[src/rtl/muldiv_seq_pkg.sv]
// muldiv_seq_pkg
// Shared definitions for the iterative multiply/divide sequencer:
//   - ALU function codes the sequencer issues to the shared 32-bit ALU
//   - request opcode encoding seen on req_op
//   - sequencer state enum
//   - small opcode decode helpers used at request accept

package muldiv_seq_pkg;

    localparam logic [3:0] ALU_ZERO = 4'd0;
    localparam logic [3:0] ALU_ADD  = 4'd1;
    localparam logic [3:0] ALU_SUB  = 4'd2;
    localparam logic [3:0] ALU_SLTU = 4'd10;

    localparam logic [2:0] OP_MUL  = 3'd0;
    localparam logic [2:0] OP_DIVU = 3'd1;
    localparam logic [2:0] OP_REMU = 3'd2;
    localparam logic [2:0] OP_DIV  = 3'd4;
    localparam logic [2:0] OP_REM  = 3'd5;

    typedef enum logic [2:0] {
        IDLE    = 3'd0,
        PRE     = 3'd1,
        MUL_IT  = 3'd2,
        DIV_CMP = 3'd3,
        DIV_SUB = 3'd4,
        POST    = 3'd5,
        DONE    = 3'd6
    } state_t;

    // Anything that is not one of the four divide opcodes runs the multiply
    // path, so undefined codes still complete with a response.
    function automatic logic is_mul_op(input logic [2:0] op);
        return !(op == OP_DIVU || op == OP_REMU || op == OP_DIV || op == OP_REM);
    endfunction

    function automatic logic is_rem_op(input logic [2:0] op);
        return (op == OP_REMU) || (op == OP_REM);
    endfunction

    function automatic logic is_signed_op(input logic [2:0] op);
        return (op == OP_DIV) || (op == OP_REM);
    endfunction

endpackage

[src/rtl/muldiv_alu_mux.sv]
// muldiv_alu_mux
// Combinational owner-select for the shared ALU inputs. While the sequencer
// is idle the execute stage's request passes straight through; while it is
// busy the sequencer's micro-op drives the ALU instead.
// Ports:
//   seq_own              1 = sequencer owns the ALU
//   pipe_func/op1/op2    pipeline ALU request
//   seq_func/op1/op2     sequencer micro-op
//   alu_func/op1/op2     to the ALU

module muldiv_alu_mux #(
    parameter int DataWidth = 32
) (
    input  logic                 seq_own,
    input  logic [3:0]           pipe_func,
    input  logic [DataWidth-1:0] pipe_op1,
    input  logic [DataWidth-1:0] pipe_op2,
    input  logic [3:0]           seq_func,
    input  logic [DataWidth-1:0] seq_op1,
    input  logic [DataWidth-1:0] seq_op2,
    output logic [3:0]           alu_func,
    output logic [DataWidth-1:0] alu_op1,
    output logic [DataWidth-1:0] alu_op2
);

    // Pure 2:1 select; the pipeline stalls on busy, so its inputs are
    // simply dropped while the sequencer owns the ALU.
    always_comb begin
        alu_func = seq_own ? seq_func : pipe_func;
        alu_op1  = seq_own ? seq_op1  : pipe_op1;
        alu_op2  = seq_own ? seq_op2  : pipe_op2;
    end

endmodule

[src/rtl/muldiv_seq.sv]
// muldiv_seq
// Iterative multiply/divide sequencer that borrows the execute-stage ALU.
// MUL is shift-and-add (one iteration per multiplier bit up to its MSB),
// DIVU/REMU is restoring division in a compare/subtract pair per bit.
// Optional macro MULDIV_SIGNED_EN: makes ops 4/5 signed via PRE (operand
// negation) and POST (result negation) states; without it ops 4/5 behave
// as DIVU/REMU.
// Ports:
//   clk, rst_n                  clock, async active-low reset
//   flush                       abort in-flight operation, no response
//   req_valid/req_ready         request handshake; req_op/req_a/req_b
//   resp_valid/resp_data        one-cycle registered result pulse
//   busy                        high whenever not IDLE
//   pipe_func/pipe_op1/pipe_op2 pipeline ALU request, forwarded when idle
//   alu_func/alu_op1/alu_op2    to the shared ALU; alu_result from it

module muldiv_seq
    import muldiv_seq_pkg::*;
#(
    parameter int DataWidth = 32
) (
    input  logic                 clk,
    input  logic                 rst_n,
    input  logic                 flush,
    input  logic                 req_valid,
    output logic                 req_ready,
    input  logic [2:0]           req_op,
    input  logic [DataWidth-1:0] req_a,
    input  logic [DataWidth-1:0] req_b,
    output logic                 resp_valid,
    output logic [DataWidth-1:0] resp_data,
    output logic                 busy,
    input  logic [3:0]           pipe_func,
    input  logic [DataWidth-1:0] pipe_op1,
    input  logic [DataWidth-1:0] pipe_op2,
    output logic [3:0]           alu_func,
    output logic [DataWidth-1:0] alu_op1,
    output logic [DataWidth-1:0] alu_op2,
    input  logic [DataWidth-1:0] alu_result
);

    localparam int CntW = $clog2(DataWidth);

    state_t               state;
    logic [DataWidth-1:0] acc, rem, q, mcand, mplier, divisor;
    logic [CntW-1:0]      cnt;
    logic                 top, lt;
    logic                 op_mul, op_rem;
    logic [DataWidth-1:0] shift_in;
    logic                 do_sub;
    logic [3:0]           seq_func;
    logic [DataWidth-1:0] seq_op1, seq_op2;
`ifdef MULDIV_SIGNED_EN
    logic                 op_signed, neg_q, neg_r, pre_step;
    logic                 post_neg;
    logic [DataWidth-1:0] post_sel;
`endif

    // Handshake status and the next partial-remainder bit derived straight
    // from registers. top holds the bit shifted out of rem so a 33-bit
    // partial remainder still compares correctly against large divisors.
    assign req_ready = (state == IDLE) && !flush;
    assign busy      = (state != IDLE);
    assign shift_in  = {rem[DataWidth-2:0], q[DataWidth-1]};
    assign do_sub    = top || !lt;
`ifdef MULDIV_SIGNED_EN
    assign post_sel  = op_rem ? rem : q;
    assign post_neg  = op_rem ? neg_r : neg_q;
`endif

    // Micro-op issued to the ALU in each busy state. States that do not
    // need an arithmetic result drive ZERO so the ALU sees a quiet request.
    always_comb begin
        seq_func = ALU_ZERO;
        seq_op1  = '0;
        seq_op2  = '0;
        case (state)
            MUL_IT: begin
                seq_func = mplier[0] ? ALU_ADD : ALU_ZERO;
                seq_op1  = acc;
                seq_op2  = mcand;
            end
            DIV_CMP: begin
                seq_func = ALU_SLTU;
                seq_op1  = shift_in;
                seq_op2  = divisor;
            end
            DIV_SUB: begin
                seq_func = do_sub ? ALU_SUB : ALU_ZERO;
                seq_op1  = rem;
                seq_op2  = divisor;
            end
`ifdef MULDIV_SIGNED_EN
            PRE: begin
                seq_func = (pre_step ? divisor[DataWidth-1] : neg_r) ? ALU_SUB : ALU_ZERO;
                seq_op2  = pre_step ? divisor : q;
            end
            POST: begin
                seq_func = post_neg ? ALU_SUB : ALU_ZERO;
                seq_op2  = post_sel;
            end
`endif
            default: begin
                seq_func = ALU_ZERO;
            end
        endcase
    end

    muldiv_alu_mux #(.DataWidth(DataWidth)) u_alu_mux (
        .seq_own   (busy),
        .pipe_func (pipe_func),
        .pipe_op1  (pipe_op1),
        .pipe_op2  (pipe_op2),
        .seq_func  (seq_func),
        .seq_op1   (seq_op1),
        .seq_op2   (seq_op2),
        .alu_func  (alu_func),
        .alu_op1   (alu_op1),
        .alu_op2   (alu_op2)
    );

    // Sequencer FSM and datapath registers. resp_data is loaded on the edge
    // that enters DONE, so it is stable for the whole resp_valid cycle and
    // held afterwards. flush aborts every busy state except DONE, whose
    // response is already committed; DONE always returns to IDLE anyway.
    always_ff @(posedge clk or negedge rst_n) begin
        if (!rst_n) begin
            state      <= IDLE;
            resp_valid <= 1'b0;
            resp_data  <= '0;
            acc        <= '0;
            rem        <= '0;
            q          <= '0;
            mcand      <= '0;
            mplier     <= '0;
            divisor    <= '0;
            cnt        <= '0;
            top        <= 1'b0;
            lt         <= 1'b0;
            op_mul     <= 1'b0;
            op_rem     <= 1'b0;
`ifdef MULDIV_SIGNED_EN
            op_signed  <= 1'b0;
            neg_q      <= 1'b0;
            neg_r      <= 1'b0;
            pre_step   <= 1'b0;
`endif
        end else begin
            resp_valid <= 1'b0;
            if (flush && state != IDLE && state != DONE) begin
                state <= IDLE;
            end else begin
                case (state)
                    IDLE: begin
                        if (req_valid && req_ready) begin
                            op_mul  <= is_mul_op(req_op);
                            op_rem  <= is_rem_op(req_op);
                            acc     <= '0;
                            mcand   <= req_a;
                            mplier  <= req_b;
                            q       <= req_a;
                            rem     <= '0;
                            divisor <= req_b;
                            cnt     <= '0;
                            top     <= 1'b0;
                            lt      <= 1'b0;
`ifdef MULDIV_SIGNED_EN
                            op_signed <= is_signed_op(req_op);
                            neg_q     <= req_a[DataWidth-1] ^ req_b[DataWidth-1];
                            neg_r     <= req_a[DataWidth-1];
                            pre_step  <= 1'b0;
`endif
                            if (req_b == '0) begin
                                state      <= DONE;
                                resp_valid <= 1'b1;
                                if (is_mul_op(req_op))
                                    resp_data <= '0;
                                else if (is_rem_op(req_op))
                                    resp_data <= req_a;
                                else
                                    resp_data <= '1;
                            end else if (is_mul_op(req_op)) begin
                                state <= MUL_IT;
`ifdef MULDIV_SIGNED_EN
                            end else if (is_signed_op(req_op)) begin
                                state <= PRE;
`endif
                            end else begin
                                state <= DIV_CMP;
                            end
                        end
                    end
                    MUL_IT: begin
                        if (mplier[0])
                            acc <= alu_result;
                        mcand  <= mcand << 1;
                        mplier <= mplier >> 1;
                        if (mplier[DataWidth-1:1] == '0) begin
                            state      <= DONE;
                            resp_valid <= 1'b1;
                            resp_data  <= mplier[0] ? alu_result : acc;
                        end
                    end
                    DIV_CMP: begin
                        rem   <= shift_in;
                        top   <= rem[DataWidth-1];
                        lt    <= alu_result[0];
                        q     <= q << 1;
                        state <= DIV_SUB;
                    end
                    DIV_SUB: begin
                        if (do_sub) begin
                            rem  <= alu_result;
                            q[0] <= 1'b1;
                        end
                        cnt <= cnt + 1'b1;
                        if (cnt == CntW'(DataWidth - 1)) begin
`ifdef MULDIV_SIGNED_EN
                            if (op_signed) begin
                                state <= POST;
                            end else begin
`endif
                                state      <= DONE;
                                resp_valid <= 1'b1;
                                if (op_rem)
                                    resp_data <= do_sub ? alu_result : rem;
                                else
                                    resp_data <= {q[DataWidth-1:1], do_sub};
`ifdef MULDIV_SIGNED_EN
                            end
`endif
                        end else begin
                            state <= DIV_CMP;
                        end
                    end
`ifdef MULDIV_SIGNED_EN
                    PRE: begin
                        if (!pre_step) begin
                            if (neg_r)
                                q <= alu_result;
                            pre_step <= 1'b1;
                        end else begin
                            if (divisor[DataWidth-1])
                                divisor <= alu_result;
                            state <= DIV_CMP;
                        end
                    end
                    POST: begin
                        state      <= DONE;
                        resp_valid <= 1'b1;
                        resp_data  <= post_neg ? alu_result : post_sel;
                    end
`endif
                    DONE: begin
                        state <= IDLE;
                    end
                    default: begin
                        state <= IDLE;
                    end
                endcase
            end
        end
    end

endmodule

[config.mk]
export PLATFORM = sky130hd
export DESIGN_NAME = muldiv_seq
export DESIGN_NICKNAME = d
export VERILOG_FILES = /design/src/rtl/muldiv_seq_pkg.sv /design/src/rtl/muldiv_alu_mux.sv /design/src/rtl/muldiv_seq.sv
export SDC_FILE = /design/constraint.sdc
export NUM_CORES = 1
export LEC_CHECK = 0
export ABC_AREA = 1
export CORE_MARGIN = 2
export CORE_UTILIZATION = 37
export CTS_CLUSTER_SIZE = 8
export DETAILED_ROUTE_END_ITERATION = 10
export GPL_TIMING_DRIVEN = 1
export SLEW_MARGIN = 20
export SYNTH_ARGS = -nofsm -noshare
export SYNTH_HDL_FRONTEND = slang
export SYNTH_SLANG_ARGS = --single-unit
export TNS_END_PERCENT = 30
[constraint.sdc]
create_clock -name clk -period 1.9 [get_ports clk]
set_input_delay 0.475 -clock clk [delete_from_list [all_inputs] [get_ports clk]]
set_output_delay 0.475 -clock clk [all_outputs]
set_load 0.02 [all_outputs]
==> After elaboration in Yosys (flattened, before gate mapping) <==
Cells that the tools add are included.
{ "classes": {"addsub": 1, "n_mul": 0, "div": 0, "order_cmp": 0, "eq_ne": 16, "shift": 0, "mux": 46, "bitwise_logic": 1, "n_reduce_logical": 29} }
{ "op_table": {"columns": ["operator", "n"], "rows": [
  ["two-way mux 32 bit", 14],
  ["one-hot mux 32 bit (3 select lines)", 3],
  ["one-hot mux 32 bit (2 select lines)", 4],
  ["one-hot mux 31 bit (2 select lines)", 1],
  ["logical NOT 32 bit", 1],
  ["logical NOT 31 bit", 1],
  ["two-way mux 3 bit", 5],
  ["AND reduction 3 bit", 5],
  ["one-hot mux 3 bit (4 select lines)", 1],
  ["one-hot mux 4 bit (3 select lines)", 1],
  ["one-hot mux 5 bit (2 select lines)", 1],
  ["== test 3 x 2 -> 1 bit (second input constant)", 3],
  ["== test 3 bit (second input constant)", 3],
  ["two-way mux 1 bit", 9],
  ["nonzero test 3 bit", 3],
  ["inequality test 2 bit (second input constant)", 3],
  ["inequality test 3 bit (second input constant)", 2],
  ["one-hot mux 1 bit (3 select lines)", 2],
  ["AND reduction 6 bit", 1],
  ["nonzero test 2 bit", 3],
  ["adder 5 x 1 -> 5 bit (second input constant)", 1],
  ["== test 5 bit (second input constant)", 1],
  ["logical OR 1 bit", 5],
  ["two-way mux 5 bit", 1],
  ["13 further kinds", 19]
]} }
{ "word_totals": {"regBits": 236, "latchBits": 0, "ram_bits": 0, "mem_bits_ro": 0, "inputBits": 171, "out_inout_bits": 103, "elab_cells": 107, "mem_count": 0} }

==> Longest topological paths before layout <==
{ "depth": {"word_depth": 9, "depth_mapped": 11} }

==> Cells and area by module <==
A second synthesis with hierarchy kept.
{ "hier_totals": {"cells_unflattened": 2074, "area_unflattened_um2": 13998.4} }
{ "by_module_without_submodules": {"columns": ["mod", "instances", "cells_each", "area_each_um2", "seq_area_each_um2"], "rows": [
  ["muldiv_seq", 1, 1854, 13123.8, 5905.7],
  ["muldiv_alu_mux", 1, 220, 874.6, 0.0]
]} }

==> Least setup slack after synthesis <==
OpenSTA, ideal clock, no wires.
{ "synth_timing": {"path_type": "reg2out", "from": "register state[2]", "to": "output alu_func[0]", "arrival_time_ns": 1.661, "required_time_ns": 1.425, "slack_ns": -0.236, "path_stages_with_launch": 6, "path_buffers": 2, "cell_sequence": "dfrtp_1 -> nor2_1 -> nand2_2 -> clkbuf_1 -> buf_1 -> o21ai_0"} }
{ "synth_via": {"elab_chain_cells": 3} }
{ "synth_rtl": {"columns": ["element", "line", "rtl"], "rows": [
  ["start: declaration", "muldiv_seq.sv:44", "state_t state;"],
  ["start signal: assignment", "muldiv_seq.sv:128", "state <= IDLE;"],
  ["start signal: assignment", "muldiv_seq.sv:151", "state <= IDLE;"],
  ["start signal: assignment", "muldiv_seq.sv:174", "state <= DONE;"],
  ["== test 3 bit / == test 3 x 2 -> 1 bit (equally long branches)", "muldiv_seq.sv:77", "case (state)"],
  ["one-hot mux 4 bit (3 select lines)", "muldiv_seq.sv:77", null],
  ["two-way mux 4 bit *", "muldiv_alu_mux.sv:29", "alu_func = seq_own ? seq_func : pipe_func;"],
  ["end: declaration", "muldiv_seq.sv:36", "output logic [3:0] alu_func,"]
]} }
Mark *: on every way between the ends. The rest lies on a longest branch, timed or not.

==> Final worst setup path <==
{ "layout_timing": {"from": "register state[1]", "to": "output alu_op2[18]"} }
{ "layout_via": {"elab_chain_cells": 4} }
{ "layout_rtl": {"columns": ["element", "line", "rtl"], "rows": [
  ["== test 3 x 2 -> 1 bit / == test 3 bit (equally long branches)", "muldiv_seq.sv:77", null],
  ["OR reduction 2 bit (no source line)", null, null],
  ["one-hot mux 32 bit (2 select lines)", "muldiv_seq.sv:77", null],
  ["two-way mux 32 bit *", "muldiv_alu_mux.sv:31", "alu_op2 = seq_own ? seq_op2 : pipe_op2;"],
  ["end: declaration", "muldiv_seq.sv:38", "output logic [DataWidth-1:0] alu_op2,"]
]} }
Marks and branches as above.

==> impl_metrics.tcl <==
set metrics [dict create \
    grt_pass1_vias 14800 \
    ir_worst_vdd_v 0.00135 \
    utilization_pct 58.8 \
    fmax_mhz 401 \
    setup_tns_ps -108560 \
    num-nets-final 2520 \
    synth_compound_gate_area_share_pct 17.8 \
    place_congestion 0.923 \
    ys_warn_count 0 \
    ys_types 32 \
    cp_common_cell "nand2_8" \
    synth_seq_cells 236 \
    drive_above_1_share_pct 21.9 \
    hold-worst-slack_ps 468 \
    setup_viol 336 \
    cts_sinks 236 \
    dp_slack_ps -544 \
    crit_chain "buf_4 > nor2_4 > nand2_8 > nand2_8 > buf_12 > buf_16 > nand2_1 > nand3_1 > buf_6" \
    cts_tree "done" \
    num_rows 69 \
    syn_inst 1919 \
    drtIter0Drc 1084 \
    dp_hpwl_um 36900 \
    outcome "finished, violations left" \
    worstSetupStartpointType "flip-flop" \
    powerDensity_nw_per_um2 2180 \
    r2r_start "state[2]" \
    cts-root-buf "clkbuf_16" \
    synth-edff-count 0 \
    wl_um 56000 \
    drtAntennaViolNets 0 \
    clock_path_buffers 3 \
    synth_mux_area_share_pct 0 \
    cellLeakagePower_uw 0.00966 \
    min_period_ps 2490 \
    die_x_um 195 \
    crit_fanout 7 \
    setup_slack_ps -593 \
    clkLatencyLatePin_ps 510 \
    syn_nets 2092 \
    violations "setup timing" \
    hold_start "divisor[11]" \
    ys.flop_type "dfrtp_1" \
    hold_violations 0 \
    rsz0062_at_grt "yes" \
    grt_use_total_pct 28.0 \
    avgSynthCellArea_um2 7.01 \
    synth_top_family_by_area "simple AND/OR/NAND/NOR gates" \
    tightest_slew_ps 474 \
    synthAdderAreaFrac_pct 0.186 \
    die_h_um 195 \
    wl_per_cell_um 19.9 \
    final_area_um2 21000 \
    ioPinCount 274 \
    grt_pass1_wl_um 83400 \
    cts_buffers 35 \
    initial_core_util_pct 37.7 \
    hold_class "flip-flop to flip-flop" \
    crit_arrival_ps 2020 \
    slew_violations 0 \
    dr.pass1.iters 5 \
    required_ps 1420 \
    yosysSeqAreaShare_pct 43.9 \
    synthesis.area_um2 13500 \
    finalClockSkew_ps 26.1 \
    synth-xor-area-share_pct 0 \
    num_vias 15100 \
    async_flop_share_pct 100 \
    slew-limit-headroom_pct 68.4 \
    clk_pin_slew_ps 50 \
    r2r_cells 14 \
    grt_max_degree 46 \
    drc_errors 0 \
    startpoint "state[1]" \
    htree_levels 2 \
    viasPerCell 5.37 \
    min_period_over_period_pct 131 \
    crit_type "flip-flop to output port" \
    place_area_um2 18400 \
    design.die.area_um2 37900 \
    io_buffer_count 273 \
    syn2layout_area_growth_pct 56.1 \
    slowest_delay_ps 400 \
    critPathCaptureType "output port" \
    cp_slowest_cell "dfrtp_1" \
    drv_cap 0 \
    grt_antenna_before_repair 3 \
    hold_path_depth 2 \
    gr-total-overflow 0 \
    synth_simple_gate_area_share_pct 30.6 \
    coreArea_um2 35700 \
]
==> layer usage <==
metal	up-vias	global-route usage, %	wire [um]
met2	565	47.3	27100
li1	7155	-	-
met4	4	11.4	2090
met1	7256	36.2	23500
met3	127	4.22	3240
met5	-	0	26
==> power by group <==
| group | total (uW) | internal [uW] | switching (uW) |
|---|---|---|---|
| combinational | 31200 | 13900 | 17400 |
| sequential | 8850 | 7380 | 1470 |
| clock | 5670 | 3450 | 2210 |
==> state kept, by name, summed over array words and instances, names as in the netlist <==
name and count:
lt 1, acc 32, state 3, resp_valid 1, rem 32, op_rem 1
mcand 32, mplier 32, divisor 32, top 1, resp_data 32, q 32
cnt 5
==> layout make-up <==
class	instances	area (um2)
fillers	3273	14700
multi-input cells	1435	7400
flip-flops and latches	236	5910
repair buffers	516	5690
clock buffers	40	947
well taps	461	577
inverters	123	487
diodes	1	2.50
==> synthesized netlist by cell type (32+ instances only) <==
library cell | n | area [um2]
o211ai_1 | 64 | 480
nand3_1 | 105 | 526
or2_2 | 32 | 200
a21oi_1 | 138 | 691
nor2_1 | 89 | 334
clkbuf_1 | 73 | 274
inv_1 | 114 | 428
dfrtp_1 | 236 | 5910
o21ai_0 | 120 | 601
buf_2 | 39 | 195
nand2_1 | 773 | 2900
==> repair_timing <==
action,4_1_cts,5_1_grt
endpoints found under the setup margin,336,338
endpoints found under the hold margin,36,0
resized for setup,467,92
hold buffers,1,0
gates cloned,10,16
buffers inserted,20,16
pin swaps,11,31
==> path summary, 6_finish.rpt <==
path | end | slack, ps
max | alu_op2[18] | -590
max reg2reg | mcand[19] | -470
max in group asynchronous | mcand[15] | 780
min in group asynchronous | mcand[17] | 500
min | divisor[11] | 470
min reg2reg | divisor[11] | 470
==> metrics by stage <==
step	total power (uW)	std cells
2_1_floorplan	22700	1919
3_3_place_gp	33400	2709
3_5_place_dp	33700	2709
4_1_cts	42300	2780
5_1_grt	48600	2812
6_report	45800	2812
==> layout by cell type (no fill, tap or decap), drive strengths merged, types with 3 or more instances in the layout <==
cell type,n
a31oi,31
o2111ai,31
buf,298
o21ai,142
nand3,106
nand2,776
inv,119
and2,12
o211ai,64
nor2,92
or2,32
a21oi,139
dfrtp,236
clkinv,4
nand4,3
clkdlybuf4s50,202
clkbuf,54
==> worst max-delay path, delay by kind of cell (launching register included) <==
family,cells,cell delay [ps]
and+or+nand+nor,5,590
DFF,1,400
buffers and inverters,4,520
==> cell families after synthesis <==
kind of cell	count (synthesis)
AND/OR/NAND/NOR	1022
AO/OA/AOI/OAI	411
buffers and inverters	248
flip-flops	236
adder cells (fa/ha/maj)	2
No activity file was read; power rests on OpenSTA's default activity.
